### src/rtl/div_sequencer_if.sv
// Divider sequencer bus.
// Groups the issue, hazard and writeback signals that pass between the pipeline
// and div_sequencer. Clock and reset stay outside the interface as plain ports.
//   master : pipeline side. Drives Start, Op, Dividend, Divisor, Rd, Rs1, Rs2 and Wb_Ack;
//            observes Busy, Done, Result, Wb_Rd and Div_Stall.
//   slave  : divider side, with the opposite directions.
interface div_sequencer_if #(
  parameter int unsigned DATA_WIDTH = 32,
  parameter int unsigned REG_WIDTH  = 5
);
  logic                  Start;
  logic [1:0]            Op;
  logic [DATA_WIDTH-1:0] Dividend;
  logic [DATA_WIDTH-1:0] Divisor;
  logic [REG_WIDTH-1:0]  Rd;
  logic [REG_WIDTH-1:0]  Rs1;
  logic [REG_WIDTH-1:0]  Rs2;
  logic                  Wb_Ack;
  logic                  Busy;
  logic                  Done;
  logic [DATA_WIDTH-1:0] Result;
  logic [REG_WIDTH-1:0]  Wb_Rd;
  logic                  Div_Stall;

  modport master (
    output Start, Op, Dividend, Divisor, Rd, Rs1, Rs2, Wb_Ack,
    input  Busy, Done, Result, Wb_Rd, Div_Stall
  );

  modport slave (
    input  Start, Op, Dividend, Divisor, Rd, Rs1, Rs2, Wb_Ack,
    output Busy, Done, Result, Wb_Rd, Div_Stall
  );
endinterface

### src/rtl/div_sequencer.sv
// Multi-cycle restoring divider sequencer for DIV/DIVU/REM/REMU.
// Ports:
//   clk  - rising-edge clock
//   rst  - asynchronous, active-high reset; aborts any divide in progress
//   bus  - div_sequencer_if.slave:
//            Start/Op/Dividend/Divisor/Rd  issue a divide. They are only sampled in IDLE.
//            Rs1/Rs2                       sources of the instruction in decode, used for RAW stall.
//            Wb_Ack                        writeback grant. It only has an effect while Done is high.
//            Busy/Done/Result/Wb_Rd        status and the result to be written back.
//            Div_Stall                     structural or RAW stall request.
// State flow: IDLE -> CHECK -> CALC (DATA_WIDTH cycles) -> FIX -> DONE -> IDLE.
// Optional macro DIV_FAST_PATH_EN: a zero divisor or signed overflow skips CALC/FIX.
// In that case the flow goes CHECK -> DONE directly.
module div_sequencer #(
  parameter int unsigned DATA_WIDTH = 32,
  parameter int unsigned REG_WIDTH  = 5
) (
  input logic            clk,
  input logic            rst,
  div_sequencer_if.slave bus
);

  localparam logic [5:0] LastIter = 6'(DATA_WIDTH - 1);

  typedef enum logic [2:0] {
    StIdle,
    StCheck,
    StCalc,
    StFix,
    StDone
  } state_e;

  state_e                state_q, state_d;
  logic [1:0]            op_q, op_d;
  logic [DATA_WIDTH-1:0] dvd_q, dvd_d;       // raw latched dividend
  logic [DATA_WIDTH-1:0] dvs_q, dvs_d;       // raw latched divisor
  logic [DATA_WIDTH-1:0] mag_q, mag_d;       // divisor magnitude used by CALC
  logic [DATA_WIDTH-1:0] quo_q, quo_d;       // dividend shifts out while quotient bits shift in
  logic [DATA_WIDTH-1:0] rem_q, rem_d;       // partial remainder
  logic [DATA_WIDTH-1:0] result_q, result_d;
  logic [REG_WIDTH-1:0]  rd_q, rd_d;
  logic [5:0]            cnt_q, cnt_d;

  logic                  op_signed;
  logic                  op_rem;
  logic                  dvd_neg;
  logic                  dvs_neg;
  logic [DATA_WIDTH:0]   rem_shift;
  logic [DATA_WIDTH:0]   diff;
  logic [DATA_WIDTH-1:0] q_fixed;
  logic [DATA_WIDTH-1:0] r_fixed;

  // Op[0] selects unsigned and Op[1] selects remainder.
  assign op_signed = ~op_q[0];
  assign op_rem    = op_q[1];
  assign dvd_neg   = op_signed & dvd_q[DATA_WIDTH-1];
  assign dvs_neg   = op_signed & dvs_q[DATA_WIDTH-1];

  // One restoring step. A non-negative diff (top bit clear) means the subtract is kept.
  assign rem_shift = {rem_q, quo_q[DATA_WIDTH-1]};
  assign diff      = rem_shift - {1'b0, mag_q};

  // A zero divisor leaves the quotient all-ones unsigned, so no negation is applied.
  // The remainder is then |dividend|, and the sign restore turns it back into the dividend.
  assign q_fixed = ((dvd_neg ^ dvs_neg) && (dvs_q != '0)) ? -quo_q : quo_q;
  assign r_fixed = dvd_neg ? -rem_q : rem_q;

`ifdef DIV_FAST_PATH_EN
  localparam logic [DATA_WIDTH-1:0] MinVal = {1'b1, {(DATA_WIDTH-1){1'b0}}};

  logic div_zero;
  logic sgn_ovf;

  assign div_zero = (dvs_q == '0);
  assign sgn_ovf  = op_signed && (dvd_q == MinVal) && (dvs_q == '1);
`endif

  always_comb begin
    state_d  = state_q;
    op_d     = op_q;
    dvd_d    = dvd_q;
    dvs_d    = dvs_q;
    mag_d    = mag_q;
    quo_d    = quo_q;
    rem_d    = rem_q;
    result_d = result_q;
    rd_d     = rd_q;
    cnt_d    = cnt_q;

    case (state_q)
      StIdle: begin
        if (bus.Start) begin
          op_d    = bus.Op;
          dvd_d   = bus.Dividend;
          dvs_d   = bus.Divisor;
          rd_d    = bus.Rd;
          state_d = StCheck;
        end
      end

      StCheck: begin
        quo_d   = dvd_neg ? -dvd_q : dvd_q;
        mag_d   = dvs_neg ? -dvs_q : dvs_q;
        rem_d   = '0;
        cnt_d   = '0;
        state_d = StCalc;
`ifdef DIV_FAST_PATH_EN
        if (div_zero) begin
          result_d = op_rem ? dvd_q : '1;
          state_d  = StDone;
        end else if (sgn_ovf) begin
          result_d = op_rem ? '0 : MinVal;
          state_d  = StDone;
        end
`endif
      end

      StCalc: begin
        if (!diff[DATA_WIDTH]) begin
          rem_d = diff[DATA_WIDTH-1:0];
          quo_d = {quo_q[DATA_WIDTH-2:0], 1'b1};
        end else begin
          rem_d = rem_shift[DATA_WIDTH-1:0];
          quo_d = {quo_q[DATA_WIDTH-2:0], 1'b0};
        end
        cnt_d = cnt_q + 6'd1;
        if (cnt_q == LastIter) begin
          state_d = StFix;
        end
      end

      StFix: begin
        result_d = op_rem ? r_fixed : q_fixed;
        state_d  = StDone;
      end

      StDone: begin
        if (bus.Wb_Ack) begin
          state_d = StIdle;
        end
      end

      default: state_d = StIdle;
    endcase
  end

  always_ff @(posedge clk or posedge rst) begin
    if (rst) begin
      state_q  <= StIdle;
      op_q     <= '0;
      dvd_q    <= '0;
      dvs_q    <= '0;
      mag_q    <= '0;
      quo_q    <= '0;
      rem_q    <= '0;
      result_q <= '0;
      rd_q     <= '0;
      cnt_q    <= '0;
    end else begin
      state_q  <= state_d;
      op_q     <= op_d;
      dvd_q    <= dvd_d;
      dvs_q    <= dvs_d;
      mag_q    <= mag_d;
      quo_q    <= quo_d;
      rem_q    <= rem_d;
      result_q <= result_d;
      rd_q     <= rd_d;
      cnt_q    <= cnt_d;
    end
  end

  assign bus.Busy   = (state_q != StIdle);
  assign bus.Done   = (state_q == StDone);
  assign bus.Result = result_q;
  assign bus.Wb_Rd  = rd_q;

  // x0 is never a real hazard, so Rd==0 does not raise the RAW stall.
  assign bus.Div_Stall = bus.Busy &
                         (bus.Start |
                          ((rd_q != '0) && ((rd_q == bus.Rs1) || (rd_q == bus.Rs2))));

endmodule

### src/flat_wrapper.sv
// flat-port wrapper written by rule: the top's interface ports become plain ports
module div_sequencer_flat 
#(
  parameter int unsigned DATA_WIDTH = 32,
  parameter int unsigned REG_WIDTH  = 5
)
  (clk, rst, bus_Start, bus_Op, bus_Dividend, bus_Divisor, bus_Rd, bus_Rs1, bus_Rs2, bus_Wb_Ack, bus_Busy, bus_Done, bus_Result, bus_Wb_Rd, bus_Div_Stall);
  div_sequencer_if #(.DATA_WIDTH(DATA_WIDTH), .REG_WIDTH(REG_WIDTH)) bus_i ();
  input logic clk;
  input logic rst;
  input wire logic [$bits(bus_i.Start)-1:0] bus_Start;
  input wire logic [$bits(bus_i.Op)-1:0] bus_Op;
  input wire logic [$bits(bus_i.Dividend)-1:0] bus_Dividend;
  input wire logic [$bits(bus_i.Divisor)-1:0] bus_Divisor;
  input wire logic [$bits(bus_i.Rd)-1:0] bus_Rd;
  input wire logic [$bits(bus_i.Rs1)-1:0] bus_Rs1;
  input wire logic [$bits(bus_i.Rs2)-1:0] bus_Rs2;
  input wire logic [$bits(bus_i.Wb_Ack)-1:0] bus_Wb_Ack;
  output wire logic [$bits(bus_i.Busy)-1:0] bus_Busy;
  output wire logic [$bits(bus_i.Done)-1:0] bus_Done;
  output wire logic [$bits(bus_i.Result)-1:0] bus_Result;
  output wire logic [$bits(bus_i.Wb_Rd)-1:0] bus_Wb_Rd;
  output wire logic [$bits(bus_i.Div_Stall)-1:0] bus_Div_Stall;
  assign bus_i.Start = bus_Start;
  assign bus_i.Op = bus_Op;
  assign bus_i.Dividend = bus_Dividend;
  assign bus_i.Divisor = bus_Divisor;
  assign bus_i.Rd = bus_Rd;
  assign bus_i.Rs1 = bus_Rs1;
  assign bus_i.Rs2 = bus_Rs2;
  assign bus_i.Wb_Ack = bus_Wb_Ack;
  assign bus_Busy = bus_i.Busy;
  assign bus_Done = bus_i.Done;
  assign bus_Result = bus_i.Result;
  assign bus_Wb_Rd = bus_i.Wb_Rd;
  assign bus_Div_Stall = bus_i.Div_Stall;
  div_sequencer #(.DATA_WIDTH(DATA_WIDTH), .REG_WIDTH(REG_WIDTH)) u_core (.clk(clk), .rst(rst), .bus(bus_i));
endmodule
### config.mk
export PLATFORM = sky130hd
export DESIGN_NAME = div_sequencer_flat
export DESIGN_NICKNAME = d
export VERILOG_FILES = /design/src/rtl/div_sequencer_if.sv /design/src/rtl/div_sequencer.sv /design/src/flat_wrapper.sv
export SDC_FILE = /design/constraint.sdc
export NUM_CORES = 1
export LEC_CHECK = 0
export CAP_MARGIN = 20
export CORE_MARGIN = 1.5
export CORE_UTILIZATION = 40
export CTS_CLUSTER_SIZE = 28
export DETAILED_ROUTE_END_ITERATION = 12
export PLACE_DENSITY = 0.58
export REMOVE_ABC_BUFFERS = 1
export SLEW_MARGIN = 30
export SYNTH_ARGS = -nofsm -noshare
export SYNTH_HDL_FRONTEND = slang
export SYNTH_SLANG_ARGS = --single-unit
### constraint.sdc
create_clock -name clk -period 22 [get_ports clk]
set_input_delay 6.6 -clock clk [delete_from_list [all_inputs] [get_ports clk]]
set_output_delay 6.6 -clock clk [all_outputs]
set_load 0.005 [all_outputs]
==> Yosys cells after proc, flatten, opt, wreduce, memory -nomap -nowiden <==
Index checks and enable logic that the tools add are counted.
{ "totals": {"reg_bits": 208, "latchBits": 0, "ram_bits": 0, "mem_bits_ro": 0, "in_bits": 85, "out_inout_bits": 40, "word_cells": 56, "n_memories": 0} }
{ "classes": {"addsub": 6, "n_mul": 0, "n_div": 0, "n_lt_le_gt_ge": 0, "eq_ne": 10, "n_shift": 0, "muxes": 14, "bitwise_logic": 6, "n_reduce_logical": 10} }
{ "ops": {"columns": ["cell", "count"], "rows": [
  ["$mux 32", 6],
  ["$neg 32->32", 4],
  ["$pmux 32 s2", 2],
  ["$sub 33x32->33", 1],
  ["$reduce_bool 32->1", 1],
  ["$pmux 3 s5", 1],
  ["$pmux 6 s2", 1],
  ["$eq 5x5->1", 2],
  ["$mux 3", 3],
  ["$add 6x1->6 const B", 1],
  ["$eq 3x2->1 const B", 2],
  ["$eq 6x5->1 const B", 1],
  ["$reduce_bool 5->1", 1],
  ["$ne 2x2->1 const B", 2],
  ["$and 1x1->1", 3],
  ["$eq 3x1->1 const B", 1],
  ["$eq 3x3->1 const B", 1],
  ["$logic_not 3->1", 1],
  ["$reduce_and 3->1", 1],
  ["$reduce_bool 3->1", 1],
  ["$logic_and 1x1->1", 2],
  ["$ne 2x1->1 const B", 1],
  ["$reduce_and 2->1", 1],
  ["$reduce_bool 2->1", 1],
  ["5 further kinds", 5]
]} }

==> Logic depth before layout (Yosys ltp) <==
{ "depth": {"word_depth": 6, "depth_mapped": 13, "mapped_depth_nobuf": 12} }

==> Worst setup path after synthesis <==
OpenSTA, ideal clock, no wires.
{ "synth_timing": {"path_type": "input to output", "startpoint": "in bus_Rs1[4]", "endpoint": "out bus_Div_Stall", "t_arrival_ps": 7270, "required_time_ps": 15400, "slack_ps": 8130, "stages": 5, "path_cell_list": "xnor2_1 -> nand3_1 -> nor3_1 -> o22ai_1 -> a21boi_0"} }
{ "synth_via": {"elab_chain_cells": 5} }
{ "synth_lines": {"columns": ["item", "line_no", "rtl"], "rows": [
  ["start: declaration", "flat_wrapper.sv:16", "input wire logic [$bits(bus_i.Rs1)-1:0] bus_Rs1;"],
  ["$eq 5x5->1", "div_sequencer.sv:181", "((rd_q != '0) && ((rd_q == bus.Rs1) || (rd_q == bus.Rs2))));"],
  ["$logic_or 1x1->1", "div_sequencer.sv:181", null],
  ["$logic_and 1x1->1", "div_sequencer.sv:181", null],
  ["$or 1x1->1", "div_sequencer.sv:180", "(bus.Start |"],
  ["$and 1x1->1", "div_sequencer.sv:179", "assign bus.Div_Stall = bus.Busy &"],
  ["end: declaration", "flat_wrapper.sv:23", "output wire logic [$bits(bus_i.Div_Stall)-1:0] bus_Div_Stall;"]
]} }
Every way passes these cells.

==> Worst setup path after layout <==
{ "layout_timing": {"startpoint": "in bus_Rs2[2]", "endpoint": "out bus_Div_Stall"} }
{ "layout_via": {"elab_chain_cells": 5} }
{ "layout_lines": {"columns": ["item", "line_no", "rtl"], "rows": [
  ["start: declaration", "flat_wrapper.sv:17", "input wire logic [$bits(bus_i.Rs2)-1:0] bus_Rs2;"],
  ["$eq 5x5->1", "div_sequencer.sv:181", null],
  ["$logic_or 1x1->1", "div_sequencer.sv:181", null],
  ["$logic_and 1x1->1", "div_sequencer.sv:181", null],
  ["$or 1x1->1", "div_sequencer.sv:180", null],
  ["$and 1x1->1", "div_sequencer.sv:179", null]
]} }
Every way passes these cells.

==> results_dict.tcl <==
set metrics [dict create \
    yosysWarnings 0 \
    grt_pass1_vias 10224 \
    routed_wl_um 31100 \
    synth-edff-count 0 \
    clk_latency_ns 0.52 \
    pwr_density_cell_nw_per_um2 169 \
    grt_max_degree 94 \
    syn_avg_cell_area_um2 9.35 \
    cts_sinks 208 \
    via_count 10372 \
    p_seq_frac 0.303 \
    critPathCaptureType "output pin" \
    cts_root_buf "clkbuf_16" \
    cp.required_ns 15.40 \
    placed_cells 1834 \
    rows 65 \
    vias_per_cell 5.52 \
    layout_setup_ws_ns 7.10 \
    power_switching_uw 1130 \
    die_area_um2 32900 \
    post_cts_buffers 0 \
    crit_family "buffers and inverters" \
    max_slew_margin 0.433 \
    slew_viol_final 0 \
    track_usage 0.190 \
    cp_cell_sequence "clkdlybuf4s50_1 -> xnor2_1 -> nand3_1 -> nor3_1 -> o22ai_1 -> a21boi_0 -> clkdlybuf4s50_1" \
    arrival_ns 8.30 \
    drtIter0Drc 672 \
    grt_remaining_overflow 0 \
    cp_slowest_cell "clkdlybuf4s50_1" \
    grt_pass1_wl_um 52000 \
    crit_path_max_incr_delay_ns 0.52 \
    cp.depth 7 \
    fmax_mhz 67.1 \
    r2r_end "u_core.rem_q[30]" \
    r2r_setup_slack_ns 18.16 \
    cts_buffers 25 \
    drt_first_pass_iters 5 \
    status "finished, final reports clean" \
    synthArstFlopShare 1.00 \
    synth_seq_cells 208 \
    antenna_found_initial 0 \
    finalSetupViolCount 0 \
    holdWs_ns 0.474 \
    layout.nets 1583 \
    cts_tree "built" \
    core_um2 31500 \
    synth_ff_type "dfrtp_1" \
    hp-class "reg2reg" \
    worst_slew_pin_slew_ns 0.849 \
    critical_path.most_common_cell "clkdlybuf4s50_1" \
    htree_levels 1 \
    syn-cell-area_um2 12700 \
    power.share.clock 0.159 \
    syn2layout_area_growth_pct 19.3 \
    p_leak_uw 0.00633 \
    cap_violations 0 \
    ctsResizeCount 0 \
    worstPathMaxFanout 1 \
    initial_utilization 0.405 \
    hold_end "u_core.mag_q[12]" \
    setup_tns_ns 0 \
    routedWlPerCell_um 16.5 \
    finalHoldViolations 0 \
    min_path_cells 2 \
    clockBufferDepth 3 \
    period_minus_slack_ns 14.90 \
    seq_area_frac_synth 0.408 \
    power.internal_uw 1440 \
    cp-start-kind "input port" \
    min_from "u_core.mag_q[12]" \
    route.detailed.drc 0 \
    final_cell_count_no_fill 1880 \
    antenna_cells 0 \
    peakVddDrop_v 0.000104 \
    synthCells 1363 \
    gp_congestion 0.881 \
    layout-drive-gt1-share 0.100 \
    r2r_cells 13 \
    fp.dieH_um 181 \
    die_width_um 181 \
    rsz0062_at_grt "false" \
    pre_cts_ws_ns 7.10 \
    dp_hpwl_um 22200 \
    fin_skew_ns 0.00808 \
    ys_types 75 \
    worst-path-buf-inv 2 \
    sw_frac_of_total 0.439 \
    reg2reg_from "u_core.quo_q[31]" \
    period_share 0.677 \
    nFillCells 3016 \
    pwr-share-comb 0.538 \
    clkTransAtPathRegs_ns 0.05 \
    antenna_left 0 \
    io_pins 125 \
    io_buffers 124 \
    cts_hold_buffers 0 \
    path_class "in2out" \
]
==> cell type report <==
cell class,instances,area [µm²],area share
sequential,208,5200,0.342
multi-input combinational,1026,7050,0.464
tap,402,503,0.0331
timing repair buffer,139,1380,0.0909
inverter,60,233,0.0153
clock buffer,44,817,0.0538
clock inverter,1,5.00,0.000329
==> logic make-up after synthesis <==
family | Yosys count | share of synthesized area
xor gates and xnor gates | 155 | 0.107
DFF | 208 | 0.408
adders and majority gates | 38 | 0.0379
buffers and inverters | 129 | 0.0408
and+or+nand+nor | 375 | 0.145
muxes | 84 | 0.0723
AOI/OAI and AO/OA | 374 | 0.189
==> flip-flops by register name, indices dropped and copies added (netlist names) <==
signal / flops
u_core.dvd_q: 32
u_core.bus.Wb_Rd: 5
u_core.rem_q: 32
u_core.state_q: 3
u_core.cnt_q: 6
u_core.op_q: 2
u_core.dvs_q: 32
u_core.mag_q: 32
u_core.quo_q: 32
u_core.bus.Result: 32
==> synth_stat cells (3+ instances only) <==
cell type | n | area [µm²]
or3_1 | 8 | 50.1
mux2_2 | 64 | 721
nor2b_1 | 10 | 62.6
o22ai_1 | 3 | 18.8
and2_1 | 6 | 37.5
o21ai_0 | 118 | 591
o31ai_1 | 13 | 97.6
buf_1 | 5 | 18.8
nand3_1 | 20 | 100
ha_1 | 37 | 463
nand2_1 | 163 | 612
nor4_1 | 19 | 119
o21bai_1 | 8 | 60.1
nor2_1 | 61 | 229
buf_2 | 4 | 20.0
nand3b_1 | 5 | 37.5
nand4_1 | 10 | 62.6
o21a_1 | 5 | 37.5
and3_1 | 9 | 56.3
nor3_1 | 27 | 135
o21ai_1 | 39 | 195
inv_1 | 60 | 225
clkbuf_1 | 55 | 206
o211ai_1 | 6 | 45.0
or4_1 | 7 | 52.6
buf_6 | 3 | 33.8
o41ai_2 | 5 | 81.3
dfrtp_1 | 208 | 5200
o31ai_2 | 3 | 37.5
nand2b_1 | 10 | 62.6
a211oi_1 | 6 | 45.0
xnor2_1 | 81 | 709
o41ai_1 | 9 | 78.8
a21boi_0 | 3 | 22.5
a22oi_1 | 30 | 225
xor2_1 | 74 | 648
nor3b_1 | 3 | 22.5
a32oi_1 | 8 | 70.1
a21o_1 | 8 | 60.1
a31oi_1 | 11 | 68.8
a21oi_1 | 58 | 290
o221ai_1 | 22 | 193
mux2i_1 | 20 | 200
==> metal layers <==
metal	wire (µm)	GRT usage	vias to the layer above
met3	1130	0.0251	42
met2	14600	0.316	189
met1	14600	0.263	5037
li1	-	-	5104
met5	0	0	-
met4	747	0.0467	0
==> cell usage in the layout (no fill, tap or decap), drive strengths merged, types with 22 or more instances in the layout <==
master         netlist  final
mux2                64     64
ha                  37     37
o21ai              158    158
nor3                28     28
o221ai              22     22
nand2              163    163
clkdlybuf4s50        0    124
xor2                74     74
a21oi               58     58
a22oi               30     30
inv                 60     60
nor2                62     62
nor4                22     22
xnor2               81     81
clkbuf              55     44
dfrtp              208    208
==> worst max path at each step <==
stage / from / endpoint
floorplan: bus_Rs1[4] / bus_Div_Stall
global placement: bus_Rs1[2] / bus_Div_Stall
detailed placement: bus_Rs2[2] / bus_Div_Stall
CTS: bus_Rs2[2] / bus_Div_Stall
global route: bus_Rs1[2] / bus_Div_Stall
finish: bus_Rs2[2] / bus_Div_Stall
==> stage by stage <==
stage	utilization	cell area (µm²)	power, µW
after detailed placement	0.456	14400	2170
after CTS	0.482	15200	2600
after global routing	0.483	15200	2800
final	0.483	15200	2570
after global placement	0.455	14300	2140
after floorplan	-	12400	1770
==> worst reg2reg max path, cell delays in order (launching register included) <==
cell	delay [ns]
dfrtp_1	0.34
inv_1	0.16
ha_1	0.29
fa_1	0.38
nand2b_1	0.19
a21oi_1	0.28
o21ai_1	0.22
nand4_1	0.21
nand3_1	0.12
a31oi_1	0.42
xor2_2	0.17
buf_4	0.40
nand2_1	0.36
o21ai_1	0.23
==> power groups by stage <==
stage	clock network, µW	logic [µW]	registers [µW]
floorplan	0	1050	720
global placement	0	1360	779
detailed placement	0	1390	783
CTS	422	1390	779
global route	437	1560	808
finish	408	1380	778
Power figures use the tool's default switching activity.
